[config.mk]
export PLATFORM = sky130hd
export DESIGN_NAME = dot_host_ctrl_flat
export DESIGN_NICKNAME = d
export VERILOG_FILES = /design/src/rtl/dot_host_ctrl_if.sv /design/src/rtl/dot_host_ctrl.sv /design/src/flat_wrapper.sv
export SDC_FILE = /design/constraint.sdc
export NUM_CORES = 1
export LEC_CHECK = 0
export ABC_AREA = 1
export BUFFER_PORTS_ARGS = -buffer_cell sky130_fd_sc_hd__buf_4
export CAP_MARGIN = 0
export CELL_PAD_IN_SITES_DETAIL_PLACEMENT = 0
export CELL_PAD_IN_SITES_GLOBAL_PLACEMENT = 1
export CORE_MARGIN = 8
export CORE_UTILIZATION = 39
export DETAILED_ROUTE_END_ITERATION = 10
export PLACE_DENSITY = 0.85
export SYNTH_ARGS = -nofsm -noshare
export SYNTH_HDL_FRONTEND = slang
export SYNTH_SLANG_ARGS = --single-unit
[constraint.sdc]
create_clock -name sys_clk -period 10.63 [get_ports sys_clk]
set_input_delay 0.5315 -clock sys_clk [delete_from_list [all_inputs] [get_ports sys_clk]]
set_output_delay 0.5315 -clock sys_clk [all_outputs]
set_load 0.005 [all_outputs]
[src/rtl/dot_host_ctrl_if.sv]
// dot_host_ctrl_if: host command / element stream / response channels plus the
// accelerator-facing RAM write, start and done signals of the dot-product engine.
// Ports: master = host fabric + accelerator side, slave = dot_host_ctrl.
interface dot_host_ctrl_if #(
    parameter int DATA_W = 32,
    parameter int ADDR_W = 16
);
    // host command channel
    logic              cmd_valid;
    logic              cmd_ready;
    logic [DATA_W-1:0] cmd_n;
    // host element-pair stream
    logic              in_valid;
    logic              in_ready;
    logic [DATA_W-1:0] in_a;
    logic [DATA_W-1:0] in_b;
    // accelerator RAM load / control / status
    logic              ram_init;
    logic [ADDR_W-1:0] a_addr_in;
    logic [ADDR_W-1:0] b_addr_in;
    logic [DATA_W-1:0] a_ram_in;
    logic [DATA_W-1:0] b_ram_in;
    logic              start_sig;
    logic [DATA_W-1:0] n;
    logic [DATA_W-1:0] result_in;
    logic              done_in;
    // host response channel
    logic              res_valid;
    logic              res_ready;
    logic [DATA_W-1:0] res_data;
    logic              res_err;
    logic              busy;

    modport master (
        output cmd_valid, cmd_n, in_valid, in_a, in_b, result_in, done_in, res_ready,
        input  cmd_ready, in_ready, ram_init, a_addr_in, b_addr_in, a_ram_in, b_ram_in,
               start_sig, n, res_valid, res_data, res_err, busy
    );

    modport slave (
        input  cmd_valid, cmd_n, in_valid, in_a, in_b, result_in, done_in, res_ready,
        output cmd_ready, in_ready, ram_init, a_addr_in, b_addr_in, a_ram_in, b_ram_in,
               start_sig, n, res_valid, res_data, res_err, busy
    );
endinterface

[src/rtl/dot_host_ctrl.sv]
// dot_host_ctrl: loads (a,b) pairs into the dot-product accelerator RAMs, pulses start, returns result.
// Latency: command accept to first RAM write 2 cycles; one element per cycle while loading.
// Backpressure: cmd_ready only in IDLE, in_ready only in LOAD; response held until res_ready.
// Ports: sys_clk, sys_rst (async, active-high), bus (dot_host_ctrl_if.slave: cmd/in/res channels
//        towards the host, ram_init/addr/data/start_sig/n/result_in/done_in towards the accelerator).
// Option: define DOT_TIMEOUT_EN to add a WAIT-state watchdog of TIMEOUT_CYC cycles.
module dot_host_ctrl #(
    parameter int DATA_W      = 32,
    parameter int ADDR_W      = 16,
    parameter int DEPTH       = 1024,
    parameter int TIMEOUT_CYC = 4096
) (
    input logic             sys_clk,
    input logic             sys_rst,
    dot_host_ctrl_if.slave  bus
);
    typedef enum logic [2:0] {S_IDLE, S_LOAD, S_GAP, S_START, S_WAIT, S_RESP} state_t;

    state_t            state_q, state_d;
    logic [DATA_W-1:0] n_q, n_d;
    logic [DATA_W-1:0] cnt_q, cnt_d;
    logic              ram_init_q, ram_init_d;
    logic [ADDR_W-1:0] addr_q, addr_d;
    logic [DATA_W-1:0] a_q, a_d, b_q, b_d;
    logic [DATA_W-1:0] res_data_q, res_data_d;
    logic              res_err_q, res_err_d;
    logic              cmd_ready_q, in_ready_q, done_prev_q;
    logic              cmd_fire, in_fire, done_rise;

    // Ready flags are registered from the next state so they read 0 during reset
    // and come up one cycle after release.
    assign cmd_fire  = bus.cmd_valid & cmd_ready_q;
    assign in_fire   = bus.in_valid & in_ready_q;
    // done_prev_q tracks done_in every cycle, so a level already high when
    // WAIT is entered never looks like a rising edge.
    assign done_rise = bus.done_in & ~done_prev_q;

`ifdef DOT_TIMEOUT_EN
    localparam int TW = $clog2(TIMEOUT_CYC + 1);
    logic [TW-1:0] tmo_q, tmo_d;
    logic          tmo_hit;
    assign tmo_hit = (tmo_q == TW'(TIMEOUT_CYC - 1));
`else
    logic unused_tmo_cfg;
    assign unused_tmo_cfg = (TIMEOUT_CYC > 0);
`endif

    always_comb begin
        state_d    = state_q;
        n_d        = n_q;
        cnt_d      = cnt_q;
        ram_init_d = 1'b0;
        addr_d     = addr_q;
        a_d        = a_q;
        b_d        = b_q;
        res_data_d = res_data_q;
        res_err_d  = res_err_q;
`ifdef DOT_TIMEOUT_EN
        tmo_d      = tmo_q;
`endif
        case (state_q)
            S_IDLE: begin
                if (cmd_fire) begin
                    n_d        = bus.cmd_n;
                    cnt_d      = '0;
                    res_data_d = '0;
                    res_err_d  = 1'b0;
                    if (bus.cmd_n == '0) begin
                        state_d = S_RESP;
                    end else if (bus.cmd_n > DATA_W'(DEPTH)) begin
                        res_err_d = 1'b1;
                        state_d   = S_RESP;
                    end else begin
                        state_d = S_LOAD;
                    end
                end
            end
            S_LOAD: begin
                if (in_fire) begin
                    ram_init_d = 1'b1;
                    addr_d     = cnt_q[ADDR_W-1:0];
                    a_d        = bus.in_a;
                    b_d        = bus.in_b;
                    cnt_d      = cnt_q + DATA_W'(1);
                    if (cnt_q == n_q - DATA_W'(1)) begin
                        state_d = S_GAP;
                    end
                end
            end
            // One idle cycle lets the final RAM write land before start.
            S_GAP: state_d = S_START;
            S_START: begin
                state_d = S_WAIT;
`ifdef DOT_TIMEOUT_EN
                tmo_d   = '0;
`endif
            end
            S_WAIT: begin
`ifdef DOT_TIMEOUT_EN
                tmo_d = tmo_q + TW'(1);
`endif
                // A done edge takes priority over watchdog expiry in the same cycle.
                if (done_rise) begin
                    res_data_d = bus.result_in;
                    res_err_d  = 1'b0;
                    state_d    = S_RESP;
                end
`ifdef DOT_TIMEOUT_EN
                else if (tmo_hit) begin
                    res_data_d = '0;
                    res_err_d  = 1'b1;
                    state_d    = S_RESP;
                end
`endif
            end
            S_RESP: begin
                if (bus.res_ready) begin
                    state_d = S_IDLE;
                end
            end
            default: state_d = S_IDLE;
        endcase
    end

    always_ff @(posedge sys_clk or posedge sys_rst) begin
        if (sys_rst) begin
            state_q     <= S_IDLE;
            n_q         <= '0;
            cnt_q       <= '0;
            ram_init_q  <= 1'b0;
            addr_q      <= '0;
            a_q         <= '0;
            b_q         <= '0;
            res_data_q  <= '0;
            res_err_q   <= 1'b0;
            cmd_ready_q <= 1'b0;
            in_ready_q  <= 1'b0;
            done_prev_q <= 1'b0;
        end else begin
            state_q     <= state_d;
            n_q         <= n_d;
            cnt_q       <= cnt_d;
            ram_init_q  <= ram_init_d;
            addr_q      <= addr_d;
            a_q         <= a_d;
            b_q         <= b_d;
            res_data_q  <= res_data_d;
            res_err_q   <= res_err_d;
            cmd_ready_q <= (state_d == S_IDLE);
            in_ready_q  <= (state_d == S_LOAD);
            done_prev_q <= bus.done_in;
        end
    end

`ifdef DOT_TIMEOUT_EN
    always_ff @(posedge sys_clk or posedge sys_rst) begin
        if (sys_rst) begin
            tmo_q <= '0;
        end else begin
            tmo_q <= tmo_d;
        end
    end
`endif

    assign bus.cmd_ready = cmd_ready_q;
    assign bus.in_ready  = in_ready_q;
    assign bus.ram_init  = ram_init_q;
    assign bus.a_addr_in = addr_q;
    assign bus.b_addr_in = addr_q;
    assign bus.a_ram_in  = a_q;
    assign bus.b_ram_in  = b_q;
    assign bus.start_sig = (state_q == S_START);
    assign bus.n         = n_q;
    assign bus.res_valid = (state_q == S_RESP);
    assign bus.res_data  = res_data_q;
    assign bus.res_err   = res_err_q;
    assign bus.busy      = (state_q != S_IDLE);
endmodule

[src/flat_wrapper.sv]
// flat-port wrapper written by rule: the top's interface ports become plain ports
module dot_host_ctrl_flat 
#(
    parameter int DATA_W      = 32,
    parameter int ADDR_W      = 16,
    parameter int DEPTH       = 1024,
    parameter int TIMEOUT_CYC = 4096
)
  (sys_clk, sys_rst, bus_cmd_valid, bus_cmd_n, bus_in_valid, bus_in_a, bus_in_b, bus_result_in, bus_done_in, bus_res_ready, bus_cmd_ready, bus_in_ready, bus_ram_init, bus_a_addr_in, bus_b_addr_in, bus_a_ram_in, bus_b_ram_in, bus_start_sig, bus_n, bus_res_valid, bus_res_data, bus_res_err, bus_busy);
  dot_host_ctrl_if #(.DATA_W(DATA_W), .ADDR_W(ADDR_W)) bus_i ();
  input logic sys_clk;
  input logic sys_rst;
  input wire logic [$bits(bus_i.cmd_valid)-1:0] bus_cmd_valid;
  input wire logic [$bits(bus_i.cmd_n)-1:0] bus_cmd_n;
  input wire logic [$bits(bus_i.in_valid)-1:0] bus_in_valid;
  input wire logic [$bits(bus_i.in_a)-1:0] bus_in_a;
  input wire logic [$bits(bus_i.in_b)-1:0] bus_in_b;
  input wire logic [$bits(bus_i.result_in)-1:0] bus_result_in;
  input wire logic [$bits(bus_i.done_in)-1:0] bus_done_in;
  input wire logic [$bits(bus_i.res_ready)-1:0] bus_res_ready;
  output wire logic [$bits(bus_i.cmd_ready)-1:0] bus_cmd_ready;
  output wire logic [$bits(bus_i.in_ready)-1:0] bus_in_ready;
  output wire logic [$bits(bus_i.ram_init)-1:0] bus_ram_init;
  output wire logic [$bits(bus_i.a_addr_in)-1:0] bus_a_addr_in;
  output wire logic [$bits(bus_i.b_addr_in)-1:0] bus_b_addr_in;
  output wire logic [$bits(bus_i.a_ram_in)-1:0] bus_a_ram_in;
  output wire logic [$bits(bus_i.b_ram_in)-1:0] bus_b_ram_in;
  output wire logic [$bits(bus_i.start_sig)-1:0] bus_start_sig;
  output wire logic [$bits(bus_i.n)-1:0] bus_n;
  output wire logic [$bits(bus_i.res_valid)-1:0] bus_res_valid;
  output wire logic [$bits(bus_i.res_data)-1:0] bus_res_data;
  output wire logic [$bits(bus_i.res_err)-1:0] bus_res_err;
  output wire logic [$bits(bus_i.busy)-1:0] bus_busy;
  assign bus_i.cmd_valid = bus_cmd_valid;
  assign bus_i.cmd_n = bus_cmd_n;
  assign bus_i.in_valid = bus_in_valid;
  assign bus_i.in_a = bus_in_a;
  assign bus_i.in_b = bus_in_b;
  assign bus_i.result_in = bus_result_in;
  assign bus_i.done_in = bus_done_in;
  assign bus_i.res_ready = bus_res_ready;
  assign bus_cmd_ready = bus_i.cmd_ready;
  assign bus_in_ready = bus_i.in_ready;
  assign bus_ram_init = bus_i.ram_init;
  assign bus_a_addr_in = bus_i.a_addr_in;
  assign bus_b_addr_in = bus_i.b_addr_in;
  assign bus_a_ram_in = bus_i.a_ram_in;
  assign bus_b_ram_in = bus_i.b_ram_in;
  assign bus_start_sig = bus_i.start_sig;
  assign bus_n = bus_i.n;
  assign bus_res_valid = bus_i.res_valid;
  assign bus_res_data = bus_i.res_data;
  assign bus_res_err = bus_i.res_err;
  assign bus_busy = bus_i.busy;
  dot_host_ctrl #(.DATA_W(DATA_W), .ADDR_W(ADDR_W), .DEPTH(DEPTH), .TIMEOUT_CYC(TIMEOUT_CYC)) u_core (.sys_clk(sys_clk), .sys_rst(sys_rst), .bus(bus_i));
endmodule
==> results.py <==
metrics = {
    "critical_path": {
        "worstPathMaxFanout": 71,
        "regToRegStartpoint": "u_core.state_q[1]$_DFF_PP0_",
        "worst_setup_path_end_kind": "flip-flop",
        "critPathArrivalTime_ps": 3240,
        "cp_data_required_time_ps": 10990,
        "start_kind": "flip-flop",
        "startpoint": "u_core.state_q[1]$_DFF_PP0_",
        "worstSetupPathType": "flip-flop to flip-flop",
    },
    "synth": {
        "synth_top_cell_by_area": "dfrtp_1",
        "ys_async_sr_fraction_pct": 100.0,
        "syn_nets": 1357,
        "synth_fa_ha_area_share_pct": 0.2676,
        "synth_edf_count": 0,
        "synth_xor_area_share_pct": 3.840,
        "ys_dominant_reg_cell": "dfrtp_1",
        "synth_area_leaders": "dfrtp_1 49%, nand2_1 19%, o21ai_0 4.8%, nor2_1 4.4%, inv_1 4.1%",
        "ys_types": 40,
        "ys_ff_latch": 184,
        "syn_area_sq_mm": 0.009350,
        "seq_area_frac_synth_pct": 49.24,
        "yosys.area_share.simple_pct": 32.12,
        "avgSynthCellArea_sq_um": 7.658,
        "synthMuxAreaShare_pct": 0,
        "syn_inst": 1221,
        "synth_top_area_share_pct": 49.24,
        "synth_top_family_by_area": "simple AND/OR/NAND/NOR gates",
        "synth_compound_area_share_pct": 7.092,
        "yosysWarnings": 0,
    },
    "power": {
        "power.density_mw_per_mm2": 254.4,
        "clkPwrFrac_pct": 20.5,
        "power.share.sequential_pct": 38.5,
        "ir_worst_vdd_v": 0.0001102,
        "leakage_nw": 6.369,
        "switching_share_pct": 39.57,
        "total_power_w": 0.003152,
        "p_int_w": 0.001905,
        "p_sw_w": 0.001248,
        "power.share.combinational_pct": 41.0,
    },
    "timing": {
        "rsz0062_at_grt": "no",
        "timing.slew.headroom_pct": 34.86,
        "fin_crit_ps": 2884,
        "hold_viol": 0,
        "maxSlewViolCount": 0,
        "tightest_slew_ps": 977.1,
        "finalClockSkew_ps": 19.34,
        "finalSetupViolations": 0,
        "tns_ps": 0,
        "period_share_pct": 27.13,
        "max_freq_mhz": 346.7,
        "post-route-worst-setup-slack_ps": 7746,
    },
    "finish": {
        "syn_to_final_growth_pct": 32.54,
        "diodes": 0,
        "fin_nets": 1625,
        "final_cell_mix": "477 x nand2_1, 305 x buf_4, 184 x dfrtp_1",
        "drive_above_1_share_pct": 25.10,
        "final_common_cell": "nand2_1",
    },
    "grt": {
        "antenna_found_initial": 0,
        "grt_pass1_vias": 8529,
        "grt_max_degree": 125,
        "grt_usage_pct": 20.18,
        "grt_pass1_wl_microns": 46690,
        "overflow": 0,
    },
    "cts": {
        "clkSlewWorstSetupHoldPaths_ps": 80,
        "cts.path.max_buffers": 2,
        "numCtsBuffers": 17,
        "cts_tree": "built",
        "ctsHoldBuffers": 0,
        "cts-resized-gates": 0,
        "root_buffer": "clkbuf_16",
        "htree_num_levels": 4,
        "clk_latency_ps": 440,
        "post-cts-setup-buffers": 0,
        "clock_sinks": 184,
    },
    "floorplan": {
        "die_h_microns": 170.8,
        "initial_core_util_pct": 39.72,
        "die_width_microns": 170.8,
        "num_rows": 56,
        "core_sq_mm": 0.02354,
        "dieArea_sq_mm": 0.02919,
        "pin_count": 301,
    },
    "detailed_routing": {
        "drt.antenna.violating_nets": 0,
        "drc": 0,
        "wl_microns": 29660,
        "avgViaCountPerCell": 4.680,
        "wl_per_cell_microns": 16.29,
        "vias": 8523,
        "drt_iter0_drc": 539,
        "first_pass_iters": 5,
    },
    "min_path": {
        "hp-class": "input port to flip-flop",
        "hold_start": "bus_done_in",
    },
    "outcome": {
        "outcome": "completed",
    },
    "run": {
        "drv_cap": 0,
    },
    "placed_design": {
        "pre_cts_slack_ps": 7647,
        "gp_congestion": 0.8891,
        "portBuffers": 300,
        "dp_hpwl_microns": 22520,
    },
}
-- flip-flops by register name, summed over array words and instances (netlist names) --
name                  cells
u_core.bus.in_ready       1
u_core.state_q            3
u_core.bus.a_addr_in     16
u_core.bus.ram_init       1
u_core.bus.res_data      32
u_core.bus.b_ram_in      32
u_core.bus.n             32
u_core.bus.res_err        1
u_core.bus.a_ram_in      32
u_core.bus.cmd_ready      1
u_core.done_prev_q        1
u_core.cnt_q             32
-- final cells by class --
| type | count | area (sq um) |
|---|---|---|
| fillers | 2358 | 11150 |
| flip-flops and latches | 184 | 4604 |
| multi-input cells | 870 | 4071 |
| repair buffers | 305 | 2290 |
| clock buffers | 18 | 429.2 |
| inverters | 111 | 425.4 |
| well taps | 319 | 399.1 |
| clock inverters | 14 | 173.9 |
-- synth_stat cells (8+ instances only) --
cell type and count:
nand2_1 477, xor2_1 31, a21oi_1 18, nor2_1 109, buf_4 16, o21ai_0 89, nand3_1 33, buf_1 8
clkbuf_1 26, nor4_1 16, nand4_1 13, dfrtp_1 184, xnor2_1 10, nor3_1 18, inv_1 101, nor2_2 8
-- power groups by stage --
stage	Combinational, W	Sequential, W	Clock [W]
final	0.00129	0.00121	0.000645
after global routing	0.00146	0.00125	0.000689
after CTS	0.00132	0.00121	0.000663
after detailed placement	0.00132	0.00122	0
after global placement	0.00130	0.00121	0
after floorplan	0.000661	0.00119	0
-- final timing paths --
check	slack, ps	cells past startpoint	to
setup reg to reg	7750	13	u_core.cnt_q[23]$_DFFE_PP0P_
setup / recovery	7750	13	u_core.cnt_q[23]$_DFFE_PP0P_
hold reg to reg	470	2	u_core.bus.a_ram_in[12]$_DFFE_PP0P_
max in group asynchronous	9000	3	u_core.bus.b_ram_in[2]$_DFFE_PP0P_
min in group asynchronous	270	2	u_core.bus.res_data[25]$_DFFE_PP0P_
hold / removal	240	1	u_core.done_prev_q$_DFF_PP0_
-- layer usage --
| layer | wire [microns] | share of wire [%] | GRT usage, % |
|---|---|---|---|
| met3 | 2415 | 8.1 | 6.522 |
| met4 | 312 | 1.1 | 4.386 |
| met2 | 14310 | 48 | 33.34 |
| met5 | 0 | 0 | 0 |
| met1 | 12630 | 43 | 25.50 |
-- critical path, cell delays in order, from the launching register on --
cell      delay (ps)
dfrtp_1          460
inv_2            120
nand3_4          140
nor2_8           770
nor2_4           230
clkinv_2         240
nand4_4          140
nor2_4           140
nand3_2           90
nor2_2           140
nand3_1          110
nand2_1           80
nand2_1           40
nor2_1           100
-- metrics by stage --
stage	cells	util, %	hold slack, ps	instance area [sq um]
after floorplan	1221	-	465.4	9350
after global placement	1789	50.08	455.3	11790
after detailed placement	1789	50.08	459.3	11790
after CTS	1821	52.64	219.1	12390
after global routing	1821	52.64	217.4	12390
final	1821	52.64	239.3	12390
-- logic make-up after synthesis --
group	Yosys count
adders and majority gates	2
and+or+nand+nor	702
buffers and inverters	167
xor gates and xnor gates	41
AOI/OAI and AO/OA	125
DFF	184
Note: power is estimated with default switching activity, not from simulation.
